`src/rtl/alu_mc_pkg.sv`:
```
// Shared opcode constants and controller state encoding for the multi-cycle ALU.
package alu_mc_pkg;

    localparam int NB_OP_DEF = 6;

    localparam logic [NB_OP_DEF-1:0] OP_ADD = 6'b100000;
    localparam logic [NB_OP_DEF-1:0] OP_SUB = 6'b100010;
    localparam logic [NB_OP_DEF-1:0] OP_AND = 6'b100100;
    localparam logic [NB_OP_DEF-1:0] OP_OR  = 6'b100101;
    localparam logic [NB_OP_DEF-1:0] OP_XOR = 6'b100110;
    localparam logic [NB_OP_DEF-1:0] OP_SRA = 6'b000011;
    localparam logic [NB_OP_DEF-1:0] OP_SRL = 6'b000010;
    localparam logic [NB_OP_DEF-1:0] OP_NOR = 6'b100111;
    localparam logic [NB_OP_DEF-1:0] OP_SLT = 6'b101010;
    localparam logic [NB_OP_DEF-1:0] OP_MUL = 6'b011000;

    typedef enum logic {
        IDLE     = 1'b0,
        MUL_BUSY = 1'b1
    } state_e;

endpackage

```
`src/rtl/alu_mul_seq.sv`:
```
// Iterative signed multiplier: shift-add on operand magnitudes, one partial
// product per cycle, sign applied on the final step.
module alu_mul_seq #(
    parameter int NB_DATA = 8
) (
    input  logic               i_clk,
    input  logic               i_reset,
    input  logic               i_start,
    input  logic [NB_DATA-1:0] i_data_a,
    input  logic [NB_DATA-1:0] i_data_b,
    output logic               o_done,
    output logic [NB_DATA-1:0] o_product,
    output logic               o_overflow
);

    localparam int MSB     = NB_DATA - 1;
    localparam int NB_PROD = 2 * NB_DATA;
    localparam int NB_CNT  = $clog2(NB_DATA);
    localparam logic [NB_CNT-1:0] LAST_STEP = NB_CNT'(NB_DATA - 1);

    logic                busy_q, busy_d;
    logic [NB_CNT-1:0]   cnt_q, cnt_d;
    logic [NB_PROD-1:0]  mcand_q, mcand_d;
    logic [NB_DATA-1:0]  mplier_q, mplier_d;
    logic [NB_PROD-1:0]  acc_q, acc_d;
    logic                neg_q, neg_d;

    logic [NB_DATA-1:0]  magA, magB;
    logic [NB_PROD-1:0]  accNext, signedProd;
    logic [NB_DATA:0]    prodUpper;

    // The most negative operand's magnitude still fits as an unsigned NB_DATA value.
    assign magA = i_data_a[MSB] ? (~i_data_a + 1'b1) : i_data_a;
    assign magB = i_data_b[MSB] ? (~i_data_b + 1'b1) : i_data_b;

    always_comb begin
        accNext    = acc_q + (mplier_q[0] ? mcand_q : '0);
        signedProd = neg_q ? (~accNext + 1'b1) : accNext;
        prodUpper  = signedProd[NB_PROD-1:MSB];
        o_done     = busy_q && (cnt_q == LAST_STEP);
        o_product  = signedProd[MSB:0];
        o_overflow = !((&prodUpper) || !(|prodUpper));
    end

    always_comb begin
        busy_d   = busy_q;
        cnt_d    = cnt_q;
        mcand_d  = mcand_q;
        mplier_d = mplier_q;
        acc_d    = acc_q;
        neg_d    = neg_q;
        if (i_start) begin
            busy_d   = 1'b1;
            cnt_d    = '0;
            mcand_d  = {{NB_DATA{1'b0}}, magA};
            mplier_d = magB;
            acc_d    = '0;
            neg_d    = i_data_a[MSB] ^ i_data_b[MSB];
        end else if (busy_q) begin
            acc_d    = accNext;
            mcand_d  = mcand_q << 1;
            mplier_d = mplier_q >> 1;
            cnt_d    = cnt_q + 1'b1;
            if (cnt_q == LAST_STEP) begin
                busy_d = 1'b0;
                cnt_d  = '0;
            end
        end
    end

    always_ff @(posedge i_clk) begin
        if (i_reset) begin
            busy_q   <= 1'b0;
            cnt_q    <= '0;
            mcand_q  <= '0;
            mplier_q <= '0;
            acc_q    <= '0;
            neg_q    <= 1'b0;
        end else begin
            busy_q   <= busy_d;
            cnt_q    <= cnt_d;
            mcand_q  <= mcand_d;
            mplier_q <= mplier_d;
            acc_q    <= acc_d;
            neg_q    <= neg_d;
        end
    end

endmodule

```
`src/rtl/alu_mc.sv`:
```
// Multi-cycle ALU: valid/ready operand capture, single-cycle ops retired next
// cycle, MUL handed to the iterative multiplier while the front end stalls.
module alu_mc
    import alu_mc_pkg::*;
#(
    parameter int NB_DATA = 8,
    parameter int NB_OP   = 6
) (
    input  logic               i_clk,
    input  logic               i_reset,
    input  logic               i_valid,
    output logic               o_ready,
    input  logic [NB_DATA-1:0] i_data_a,
    input  logic [NB_DATA-1:0] i_data_b,
    input  logic [NB_OP-1:0]   i_operation_code,
    output logic               o_valid,
    output logic [NB_DATA-1:0] o_result,
    output logic               o_overflow,
    output logic               o_zero,
    output logic               o_negative
);

    localparam int MSB = NB_DATA - 1;
    localparam logic [NB_DATA-1:0] SHIFT_LIMIT = NB_DATA'(NB_DATA);

    state_e              state_q, state_d;
    logic                valid_q;
    logic [NB_DATA-1:0]  result_q;
    logic                overflow_q, zero_q, negative_q;

    logic [NB_DATA-1:0]  sum, diff, aluResult, nextResult, mulProduct;
    logic                aluOverflow, nextOverflow, mulOverflow, mulDone;
    logic                isMul, shiftOver, mulStart, loadOut;

    assign sum       = i_data_a + i_data_b;
    assign diff      = i_data_a - i_data_b;
    assign shiftOver = (i_data_b >= SHIFT_LIMIT);
    assign isMul     = (i_operation_code == NB_OP'(OP_MUL));

    always_comb begin
        aluResult   = '0;
        aluOverflow = 1'b0;
        case (i_operation_code)
            NB_OP'(OP_ADD): begin
                aluResult   = sum;
                aluOverflow = (i_data_a[MSB] == i_data_b[MSB]) && (sum[MSB] != i_data_a[MSB]);
            end
            NB_OP'(OP_SUB): begin
                aluResult   = diff;
                aluOverflow = (i_data_a[MSB] != i_data_b[MSB]) && (diff[MSB] != i_data_a[MSB]);
            end
            NB_OP'(OP_AND): aluResult = i_data_a & i_data_b;
            NB_OP'(OP_OR):  aluResult = i_data_a | i_data_b;
            NB_OP'(OP_XOR): aluResult = i_data_a ^ i_data_b;
            NB_OP'(OP_NOR): aluResult = ~(i_data_a | i_data_b);
            NB_OP'(OP_SLT): aluResult = {{(NB_DATA-1){1'b0}}, ($signed(i_data_a) < $signed(i_data_b))};
            NB_OP'(OP_SRL): aluResult = shiftOver ? '0 : (i_data_a >> i_data_b);
            NB_OP'(OP_SRA): aluResult = shiftOver ? {NB_DATA{i_data_a[MSB]}}
                                                  : NB_DATA'($signed(i_data_a) >>> i_data_b);
            default: ;
        endcase
    end

    alu_mul_seq #(
        .NB_DATA (NB_DATA)
    ) u_mul (
        .i_clk      (i_clk),
        .i_reset    (i_reset),
        .i_start    (mulStart),
        .i_data_a   (i_data_a),
        .i_data_b   (i_data_b),
        .o_done     (mulDone),
        .o_product  (mulProduct),
        .o_overflow (mulOverflow)
    );

    // In IDLE o_ready is high, so i_valid alone means a transfer.
    always_comb begin
        state_d      = state_q;
        mulStart     = 1'b0;
        loadOut      = 1'b0;
        nextResult   = aluResult;
        nextOverflow = aluOverflow;
        case (state_q)
            IDLE: begin
                if (i_valid) begin
                    if (isMul) begin
                        mulStart = 1'b1;
                        state_d  = MUL_BUSY;
                    end else begin
                        loadOut = 1'b1;
                    end
                end
            end
            MUL_BUSY: begin
                nextResult   = mulProduct;
                nextOverflow = mulOverflow;
                if (mulDone) begin
                    loadOut = 1'b1;
                    state_d = IDLE;
                end
            end
            default: state_d = IDLE;
        endcase
    end

    always_ff @(posedge i_clk) begin
        if (i_reset) begin
            state_q    <= IDLE;
            valid_q    <= 1'b0;
            result_q   <= '0;
            overflow_q <= 1'b0;
            zero_q     <= 1'b0;
            negative_q <= 1'b0;
        end else begin
            state_q <= state_d;
            valid_q <= loadOut;
            if (loadOut) begin
                result_q   <= nextResult;
                overflow_q <= nextOverflow;
                zero_q     <= (nextResult == '0);
                negative_q <= nextResult[MSB];
            end
        end
    end

    assign o_ready    = (state_q == IDLE);
    assign o_valid    = valid_q;
    assign o_result   = result_q;
    assign o_overflow = overflow_q;
    assign o_zero     = zero_q;
    assign o_negative = negative_q;

endmodule

```
`config.mk`:
```
export PLATFORM = sky130hd
export DESIGN_NAME = alu_mc
export DESIGN_NICKNAME = d
export VERILOG_FILES = /design/src/rtl/alu_mc_pkg.sv /design/src/rtl/alu_mul_seq.sv /design/src/rtl/alu_mc.sv
export SDC_FILE = /design/constraint.sdc
export NUM_CORES = 1
export LEC_CHECK = 0
export BUFFER_PORTS_ARGS = -buffer_cell sky130_fd_sc_hd__buf_2
export CORE_MARGIN = 5
export CORE_UTILIZATION = 50
export DETAILED_ROUTE_END_ITERATION = 10
export HOLD_SLACK_MARGIN = 0.02
export PLACE_DENSITY_LB_ADDON = 0.25
export SYNTH_ARGS = -nofsm -noshare
export SYNTH_HDL_FRONTEND = slang
export SYNTH_SLANG_ARGS = --single-unit
```
`constraint.sdc`:
```
create_clock -name i_clk -period 3.5 [get_ports i_clk]
set_clock_uncertainty 0.1 [all_clocks]
set_input_delay 0.7 -clock i_clk [delete_from_list [all_inputs] [get_ports i_clk]]
set_output_delay 0.7 -clock i_clk [all_outputs]
set_load 0.1 [all_outputs]
```
==> impl_metrics.tcl <==
set metrics [dict create \
    drtIter0Drc 518 \
    wl_per_cell_um 18.0 \
    hold_viol_final 0 \
    cts_max_level 3 \
    yosys-top-cells-count "nor2_1 (90), dfxtp_1 (57), a21oi_1 (54)" \
    grt_overflow 0 \
    endpoint_kind "flop" \
    grt_max_degree 49 \
    yosys.area_share.adder_pct 11.0 \
    clk_pin_slew_ns 0.08 \
    combinationalPowerShare_pct 21.4 \
    synth_xor_area_share_pct 5.64 \
    synth_top_family_by_area "compound AO/OA/AOI/OAI gates" \
    synthFlopType "dfxtp_1" \
    ios 38 \
    ys_ff_latch 57 \
    setup_slack_ns -0.189 \
    slowest_stage "or4b_4" \
    holdCritPathClass "reg -> reg" \
    switching_share_pct 31.5 \
    critPathKind "reg -> reg" \
    path_buf_inv 0 \
    setup_viol 2 \
    coreArea_sq_um 10900 \
    cts_inserted_buffers 9 \
    final_core_util_pct 60.4 \
    path_cells "and2_4 > ha_4 > fa_2 > a21o_1 > a211oi_4 > o32ai_2 > or4b_4 > o31ai_4 > xnor2_2 > nor3_1 > nand4_1 > nor3_2 > o31ai_2" \
    cts.sinks 57 \
    synth.avg_cell_area_sq_um 7.75 \
    multiInputGateArea_sq_um 4270 \
    status "finished with violations" \
    pwr-share-clk_pct 40.6 \
    yosysTopAreaCell "dfxtp_1" \
    finalWirelength_mm 16.7 \
    io_buffer_count 37 \
    synth_edf_count 0 \
    die_x_um 116 \
    synth_mux_area_share_pct 10.1 \
    synthSimpleGateAreaFrac_pct 21.6 \
    drive_gt1_share_pct 20.6 \
    violations "negative setup slack" \
    via_count 5692 \
    async_flop_share_pct 0 \
    rows 38 \
    p_int_mw 1.19 \
    detail_route.vias_per_cell 6.14 \
    max_slew_margin_pct 31.7 \
    cts_hold_buf 0 \
    worstPathRequired_ns 3.63 \
    syn_area_sq_um 5570 \
    path_delay_family "simple AND/OR/NAND/NOR gates" \
    grt_pass1_wl_mm 26.7 \
    path_max_fanout 7 \
    syn-instance-count 719 \
    cts-root-buf "clkbuf_8" \
    ys_seq_area_share_pct 20.5 \
    fin_nets 854 \
    finalNonFillerCells 927 \
    area_growth_pct 18.1 \
    peakVddDrop_mv 0.195 \
    nFillCells 977 \
    setup_tns_ns -0.287 \
    placed_cell_area_sq_um 6160 \
    seqPwrFrac_pct 38.0 \
    clk_latency_ns 0.35 \
    initial_core_util_pct 51.1 \
    design_area_sq_um 6580 \
    post-synth-top-count-cell "nor2_1" \
    power_switching_uw 548 \
    antenna_left 0 \
    dp_cells 902 \
    synth.distinct_cells 82 \
    first_pass_iters 5 \
    cp-start-kind "flop" \
    hpwl_mm 12.8 \
    max_cap_viol_count 0 \
    rsz0062_at_grt "true" \
    finalCriticalPeriod_ns 3.69 \
    dieArea_sq_um 13300 \
    mappedNetlistNets 791 \
    max_slew.worst_pin.slew_ns 0.999 \
    leakage_nw 2.67 \
    antenna_found_initial 0 \
    synth_compound_area_share_pct 25.7 \
    grt_pass1_vias 5444 \
    fmax_mhz 271 \
    cts_tree "yes" \
    route.detailed.drc 0 \
    track_usage_pct 24.7 \
    arrival_ns 3.82 \
    synthTopCellsByArea "dfxtp_1 (20%), ha_1 (9.9%), mux2i_1 (8.4%)" \
    die_height_um 116 \
    ys.warnings.count 0 \
    n_antenna_cell 0 \
    power_density_nw_per_um2 264 \
    yosysTopAreaCellShare_pct 20.5 \
    finalCritPeriodShare_pct 105 \
    drv_slew 0 \
    cpPeakStageDelay_ns 0.61 \
    clockBufferDepth 2 \
    gp_routability_congestion 0.980 \
    regArea_sq_um 1150 \
]
## worst paths after layout
path | from | end | slack [ns] | cells past startpoint
worst max-delay path | u_mul.mplier_q[0]$_SDFFE_PP0P_ | o_overflow$_SDFFE_PP0P_ | -0.19 | 13
worst min-delay path | o_zero$_SDFFE_PP0P_ | o_zero$_SDFFE_PP0P_ | 0.38 | 1
worst min register to register | o_zero$_SDFFE_PP0P_ | o_zero$_SDFFE_PP0P_ | 0.38 | 1
worst max register to register | u_mul.mplier_q[0]$_SDFFE_PP0P_ | o_overflow$_SDFFE_PP0P_ | -0.19 | 13
## power by group through the flow
stage / clock network [mW] / logic, mW / registers [mW]
final: 0.705 / 0.372 / 0.661
after global routing: 0.749 / 0.406 / 0.662
after CTS: 0.718 / 0.367 / 0.661
after detailed placement: 0 / 0.365 / 0.676
after global placement: 0 / 0.359 / 0.676
after floorplan: 0 / 0.202 / 0.722
## layer usage
| layer | GRT usage [%] | wire (um) | part of all wire (%) |
|---|---|---|---|
| met5 | 0 | 0 | 0 |
| met4 | 7.98 | 475 | 2.9 |
| met3 | 3.97 | 1040 | 6.2 |
| met2 | 42.9 | 8160 | 49 |
| met1 | 31.3 | 6980 | 42 |
## cells by family (layout without fill, tap and decap cells)
logic type | Yosys count | in the layout
simple gates | 245 | 245
compound gates | 205 | 205
buf+inv | 77 | 145
flops | 57 | 57
mux | 53 | 53
fa+ha+maj | 47 | 47
xor+xnor | 35 | 35
## timing repair
item / in CTS / in global routing
cloned: 0 / 0
setup buffers: 2 / 7
resized for setup: 7 / 18
endpoints found under the setup margin: 1 / 2
pin swaps: 4 / 13
## sequential cells by signal, indices dropped and copies added (netlist names)
register and flops:
o_overflow 1, u_mul.mcand_q 16, state_q 1, o_valid 1
u_mul.acc_q 16, u_mul.busy_q 1, o_zero 1, o_result 8
u_mul.neg_q 1, u_mul.cnt_q 3, u_mul.mplier_q 8
## layout make-up
| class | instances | share of cell area [%] |
|---|---|---|
| Clock buffer | 9 | 1.88 |
| Inverter | 31 | 1.77 |
| Multi-Input combinational cell | 585 | 64.9 |
| Tap cell | 140 | 2.66 |
| Timing Repair Buffer | 98 | 9.78 |
| Sequential cell | 57 | 17.4 |
| Clock inverter | 7 | 1.54 |
## placed cells by master, fill, tap and decap left out, types with 36 or more instances in the layout
cell type,Yosys,final
a21oi_1,54,54
buf_2,4,37
buf_4,1,61
dfxtp_1,57,55
ha_1,44,38
mux2i_1,47,47
nand2_1,50,49
nor2_1,90,88
o21ai_0,36,36
## stage by stage
step	total power, mW	hold WS (ns)	setup slack (ns)
6_report	1.74	0.381	-0.189
5_1_grt	1.82	0.396	-0.337
4_1_cts	1.75	0.386	0.00629
3_5_place_dp	1.04	0.367	-0.316
3_3_place_gp	1.04	0.355	-0.233
2_1_floorplan	0.924	0.350	0.0486
Note: power is estimated with default switching activity, not from simulation.
